==> src/rtl/sdspi_bus_pkg.sv <==
// Shared types and pad levels for the SD-card SPI owner switch.
// Holds the switch FSM state enum plus park and reset pad constants.
package sdspi_bus_pkg;

  typedef enum logic [1:0] {
    ACTIVE = 2'd0,
    DRAIN  = 2'd1,
    PARK   = 2'd2
  } bus_state_t;

  localparam logic PARK_CS   = 1'b1;
  localparam logic PARK_SCLK = 1'b0;
  localparam logic PARK_MOSI = 1'b1;

  localparam logic RST_SD_RESET = 1'b0;
  localparam logic RST_SD_DAT_1 = 1'b1;
  localparam logic RST_SD_DAT_2 = 1'b1;

endpackage

==> src/rtl/sdspi_bus_guard_cnt.sv <==
// Loadable non-wrapping down-counter; done marks the last counted cycle.
// Used for the park guard interval and the optional drain timeout.
module sdspi_bus_guard_cnt #(
  parameter int W = 8
) (
  input  logic         clk,
  input  logic         rst,
  input  logic         load,
  input  logic         en,
  input  logic [W-1:0] load_val,
  output logic         done
);

  logic [W-1:0] cnt_q;

  always_ff @(posedge clk) begin
    if (rst) begin
      cnt_q <= '0;
    end else if (load) begin
      cnt_q <= load_val;
    end else if (en && (cnt_q != '0)) begin
      cnt_q <= cnt_q - 1'b1;
    end
  end

  assign done = (cnt_q <= W'(1));

endmodule

==> src/rtl/sdspi_bus_switch.sv <==
// Glitch-free N-way owner switch for the shared SD SPI pads.
// Optional drain timeout: define SDSPI_BUS_SWITCH_TIMEOUT_EN.
module sdspi_bus_switch
  import sdspi_bus_pkg::*;
#(
  parameter int N_MASTERS      = 2,
  parameter int SEL_W          = $clog2(N_MASTERS),
  parameter int GUARD_CYCLES   = 8,
  parameter int TIMEOUT_CYCLES = 65535
) (
  input  logic                 clk,
  input  logic                 rst,
  input  logic [SEL_W-1:0]     sel_i,
  input  logic [N_MASTERS-1:0] m_cs_i,
  input  logic [N_MASTERS-1:0] m_sclk_i,
  input  logic [N_MASTERS-1:0] m_mosi_i,
  input  logic [N_MASTERS-1:0] m_sd_reset_i,
  input  logic [N_MASTERS-1:0] m_dat1_i,
  input  logic [N_MASTERS-1:0] m_dat2_i,
  output logic [N_MASTERS-1:0] m_miso_o,
  input  logic                 miso,
  output logic                 cs,
  output logic                 sclk,
  output logic                 mosi,
  output logic                 SD_RESET,
  output logic                 SD_DAT_1,
  output logic                 SD_DAT_2,
  output logic [SEL_W-1:0]     owner_o,
  output logic                 busy_o,
  output logic                 timeout_o
);

  bus_state_t       state_q;
  logic [SEL_W-1:0] target_q;
  logic             timeout_q;

  logic req;
  logic cs_rel;
  logic to_hit;
  logic guard_done;

  assign req = (sel_i != owner_o) &&
               (int'(sel_i) < N_MASTERS);
  assign cs_rel = m_cs_i[owner_o];

  sdspi_bus_guard_cnt #(
    .W(8)
  ) u_guard (
    .clk      (clk),
    .rst      (rst),
    .load     ((state_q == DRAIN) && (cs_rel || to_hit)),
    .en       (state_q == PARK),
    .load_val (8'(GUARD_CYCLES)),
    .done     (guard_done)
  );

`ifdef SDSPI_BUS_SWITCH_TIMEOUT_EN
  logic to_done;

  sdspi_bus_guard_cnt #(
    .W(16)
  ) u_timeout (
    .clk      (clk),
    .rst      (rst),
    .load     ((state_q == ACTIVE) && req),
    .en       (state_q == DRAIN),
    .load_val (16'(TIMEOUT_CYCLES)),
    .done     (to_done)
  );

  assign to_hit = to_done;
`else
  assign to_hit = 1'b0;
`endif

  // Pads are parked on the same edge PARK is entered, never a cycle late.
  always_ff @(posedge clk) begin
    if (rst) begin
      state_q   <= ACTIVE;
      owner_o   <= '0;
      target_q  <= '0;
      timeout_q <= 1'b0;
      cs        <= PARK_CS;
      sclk      <= PARK_SCLK;
      mosi      <= PARK_MOSI;
      SD_RESET  <= RST_SD_RESET;
      SD_DAT_1  <= RST_SD_DAT_1;
      SD_DAT_2  <= RST_SD_DAT_2;
    end else begin
      unique case (state_q)
        ACTIVE: begin
          cs       <= m_cs_i[owner_o];
          sclk     <= m_sclk_i[owner_o];
          mosi     <= m_mosi_i[owner_o];
          SD_RESET <= m_sd_reset_i[owner_o];
          SD_DAT_1 <= m_dat1_i[owner_o];
          SD_DAT_2 <= m_dat2_i[owner_o];
          if (req) begin
            state_q  <= DRAIN;
            target_q <= sel_i;
          end
        end
        DRAIN: begin
          if (cs_rel || to_hit) begin
            state_q <= PARK;
            cs      <= PARK_CS;
            sclk    <= PARK_SCLK;
            mosi    <= PARK_MOSI;
            if (!cs_rel) timeout_q <= 1'b1;
          end else begin
            cs       <= m_cs_i[owner_o];
            sclk     <= m_sclk_i[owner_o];
            mosi     <= m_mosi_i[owner_o];
            SD_RESET <= m_sd_reset_i[owner_o];
            SD_DAT_1 <= m_dat1_i[owner_o];
            SD_DAT_2 <= m_dat2_i[owner_o];
          end
        end
        PARK: begin
          cs   <= PARK_CS;
          sclk <= PARK_SCLK;
          mosi <= PARK_MOSI;
          if (guard_done) begin
            state_q <= ACTIVE;
            owner_o <= target_q;
          end
        end
        default: state_q <= ACTIVE;
      endcase
    end
  end

  always_comb begin
    m_miso_o = '1;
    if (state_q == ACTIVE) m_miso_o[owner_o] = miso;
  end

  assign busy_o    = (state_q != ACTIVE);
  assign timeout_o = timeout_q;

endmodule

==> config.mk <==
export PLATFORM = sky130hd
export DESIGN_NAME = sdspi_bus_switch
export DESIGN_NICKNAME = d
export VERILOG_FILES = /design/src/rtl/sdspi_bus_pkg.sv /design/src/rtl/sdspi_bus_guard_cnt.sv /design/src/rtl/sdspi_bus_switch.sv
export SDC_FILE = /design/constraint.sdc
export NUM_CORES = 1
export LEC_CHECK = 0
export CAP_MARGIN = 15
export CORE_ASPECT_RATIO = 0.7
export CORE_MARGIN = 1
export CORE_UTILIZATION = 32
export DETAILED_ROUTE_END_ITERATION = 12
export GPL_TIMING_DRIVEN = 1
export MAX_ROUTING_LAYER = met4
export PLACE_DENSITY = 0.57
export SETUP_SLACK_MARGIN = 0.5
export SLEW_MARGIN = 20
export SYNTH_ARGS = -nofsm -noshare
export SYNTH_HDL_FRONTEND = slang
export SYNTH_SLANG_ARGS = --single-unit
==> constraint.sdc <==
create_clock -name clk -period 1.8 [get_ports clk]
set_input_delay 0.45 -clock clk [delete_from_list [all_inputs] [get_ports clk]]
set_output_delay 0.45 -clock clk [all_outputs]
set_load 0.005 [all_outputs]
==> results.yml <==
status:
  outcome: "finished clean"
timing:
  final_min_period_over_clock_period: 0.970
  max_slew.worst_pin.slew_ns: 0.492
  setup_slack_ns: 0.0534
  final-hold-violation-count: 0
  slew-limit-headroom: 0.670
  timing.final.max_slew_violations: 0
  fin_skew_ns: 0.00206
  finalSetupViolCount: 0
  fmax_ghz: 0.573
  post-route-min-period_ns: 1.75
  rsz0062_at_grt: "true"
floorplan:
  dieArea_um2: 3590
  num_rows: 17
  starting_density_of_the_core: 0.338
  dieHeight_um: 50.4
  die_w_um: 71.2
  core-area_um2: 3170
  ios: 27
global_routing:
  grt_first_pass_wirelength_um: 4660
  gr-usage-all-layers: 0.172
  grt-ovfl-total: 0
  grt_pass1_vias: 1017
  grt_start_max_net_pins: 11
  grt_antenna_before_repair: 0
critical_path:
  cp_num_buf_inv: 6
  cp_max_fo: 2
  worst-endpoint-required_ns: 1.35
  timing.critical_path.max_delay_family: "buffers and inverters"
  worst_path_largest_cell_delay_ns: 0.34
  path_class: "register to primary output"
  crit_path_end_kind: "primary output"
  worst_setup_path_start_kind: "register"
  arrival_ns: 1.30
  critical-path-slowest-cell: "dfxtp_2"
  path_common_cell: "buf_6"
  worstPathCellList: "inv_2 > ha_4 > inv_2 > buf_4 > buf_6 > buf_6 > buf_6"
routing:
  routed_antenna_nets: 0
  drt-wirelength-per-cell_um: 15.2
  wl_um: 3240
  drt_drc_violations_left: 0
  via_per_inst: 5.10
  drt_pre_antenna_iters: 4
  initialDrtViolationCount: 55
  vias: 1087
finish:
  finish.cell_count_without_fillers: 213
  antenna-diode-count: 0
  drive_gt1_frac: 0.589
  final_nets: 199
  area_growth_pct: 81.6
synth:
  mappedNetlistNets: 141
  netlist_area_um2: 1070
  post_synth_num_cell_types: 39
  ys_warn_count: 0
  postSynthCellCount: 118
  synth_sequential_area_ratio: 0.336
  synth_area_per_cell_um2: 9.09
  synth-seq-cells: 18
cts:
  cts_tree: "built"
  ctsRootBufferMaster: "clkbuf_8"
  number_of_buffers_on_the_longest_clock_path: 2
  number_of_sinks_driven_by_the_clock_tree: 18
  insertion_delay_ns: 0.26
  cts_hold_buf: 0
  htree_levels: 1
  cts_inserted_buffers: 3
  clkSlewWorstSetupHoldPaths_ns: 0.07
placed_design:
  placedCellCount: 184
  place.gp.congestion: 0.801
  sum_of_net_half_perimeters_after_detailed_placement_um: 1940
  dp_worst_setup_slack_ns: -0.304
  port-buffer-count: 25
power:
  power_density_nw_per_um2: 1220
  leakagePower_nw: 0.775
  irDropWorstVdd_mv: 0.454
run:
  maxCapViolCount: 0
hold_path:
  hold_path.class: "register to register"
## tightest hold or removal path: stages (launching register included)
cell and delay, ns:
dfxtp_2 0.33, mux2i_1 0.06, nand2_1 0.06
## flip-flops by register name, summed over array words and instances, names as in the netlist
signal / count
mosi: 1
SD_DAT_2: 1
owner_o: 1
target_q: 1
cs: 1
u_guard.cnt_q: 8
SD_DAT_1: 1
state_q: 2
sclk: 1
SD_RESET: 1
## report_power, final
| group | total, mW | switching (mW) | internal [mW] |
|---|---|---|---|
| clock network | 0.346 | 0.150 | 0.195 |
| registers | 0.555 | 0.0668 | 0.489 |
| logic | 1.47 | 0.619 | 0.856 |
## synth_stat cells (all sizes together)
cell | count | share of area
nor4 | 1 | 0.0058
nand3b | 1 | 0.0070
nor4b | 1 | 0.0082
a211o | 2 | 0.016
a211oi | 4 | 0.033
a21bo | 1 | 0.0093
o41ai | 2 | 0.034
buf | 4 | 0.020
ha | 7 | 0.082
a21boi | 1 | 0.0070
a41o | 1 | 0.0093
a21oi | 10 | 0.047
nor2b | 1 | 0.0058
nor2 | 9 | 0.032
inv | 7 | 0.025
nand2 | 10 | 0.035
mux2i | 8 | 0.075
o21ai | 4 | 0.019
nor3b | 1 | 0.0070
nor3 | 2 | 0.0093
dfxtp | 18 | 0.34
or3 | 3 | 0.022
a2bb2oi | 1 | 0.0082
xnor2 | 4 | 0.033
or2 | 1 | 0.0058
or4 | 3 | 0.024
o31ai | 2 | 0.014
a22oi | 1 | 0.0070
conb | 1 | 0.0035
mux2 | 4 | 0.042
a311oi | 1 | 0.0082
nand4b | 1 | 0.0082
clkbuf | 1 | 0.0035
## area by class of cell
cell class / instances / area (um^2)
Clock buffer: 4 / 55.1
Tap cell: 38 / 47.5
Inverter: 7 / 28.8
Timing Repair Buffer: 58 / 544
Sequential cell: 18 / 380
Fill cell: 247 / 1220
Multi-Input combinational cell: 88 / 891
## cell usage in the layout, fill, tap and decap left out, types with 3 or more instances in the layout
cell type and n:
dlygate4sd2_1 3, clkbuf_8 4, a21oi_2 6, mux2_2 3, dfxtp_1 4, inv_2 4, nor2_2 3, nand2_1 5
buf_6 10, clkdlybuf4s15_1 6, o21ai_1 3, buf_4 22, ha_4 4, nor2_1 6, nand2_2 3, clkdlybuf4s50_1 12
mux2i_1 6, xnor2_1 3, dfxtp_2 13, a211oi_2 3, a21oi_1 4
## kinds of logic after synthesis
family,share of synthesized area
AO/OA/AOI/OAI,0.211
XOR/XNOR,0.0327
adder cells (fa/ha/maj),0.0817
buffers and inverters,0.0478
flip-flops,0.336
multiplexers,0.117
other,0.00350
AND/OR/NAND/NOR,0.170
## layer usage
metal,global-route usage,share of wire,up-vias
li1,-,-,546
met1,0.223,0.47,516
met2,0.271,0.48,20
met3,0.0422,0.030,5
met4,0.0433,0.012,0
met5,-,0,-
## what timing repair did
item	CTS	global route
setup endpoints to repair	26	28
buffers inserted	19	6
cloned	0	0
endpoints found under the hold margin	0	0
pin swaps	16	14
resized for setup	67	35
## stage by stage
| step | setup TNS (ns) | cell area [um^2] | utilization | hold WS, ns | power, mW |
|---|---|---|---|---|---|
| global route | 0 | 1950 | 0.614 | 0.495 | 2.51 |
| global placement | -0.651 | 1450 | 0.456 | 0.455 | 1.42 |
| finish | 0 | 1950 | 0.614 | 0.469 | 2.38 |
| detailed placement | -0.718 | 1450 | 0.456 | 0.457 | 1.42 |
| CTS | 0 | 1790 | 0.565 | 0.473 | 2.10 |
| floorplan | 0 | 1120 | - | 0.446 | 1.10 |
## final timing paths
path               from                to  slack [ns]  cells after the start
min reg2reg    SD_DAT_1          SD_DAT_1        0.47                      2
max          state_q[1]            busy_o        0.05                      7
min            SD_DAT_1          SD_DAT_1        0.47                      2
max reg2reg  state_q[0]  u_guard.cnt_q[5]        0.13                      8
(Power assumes the default switching activity.)
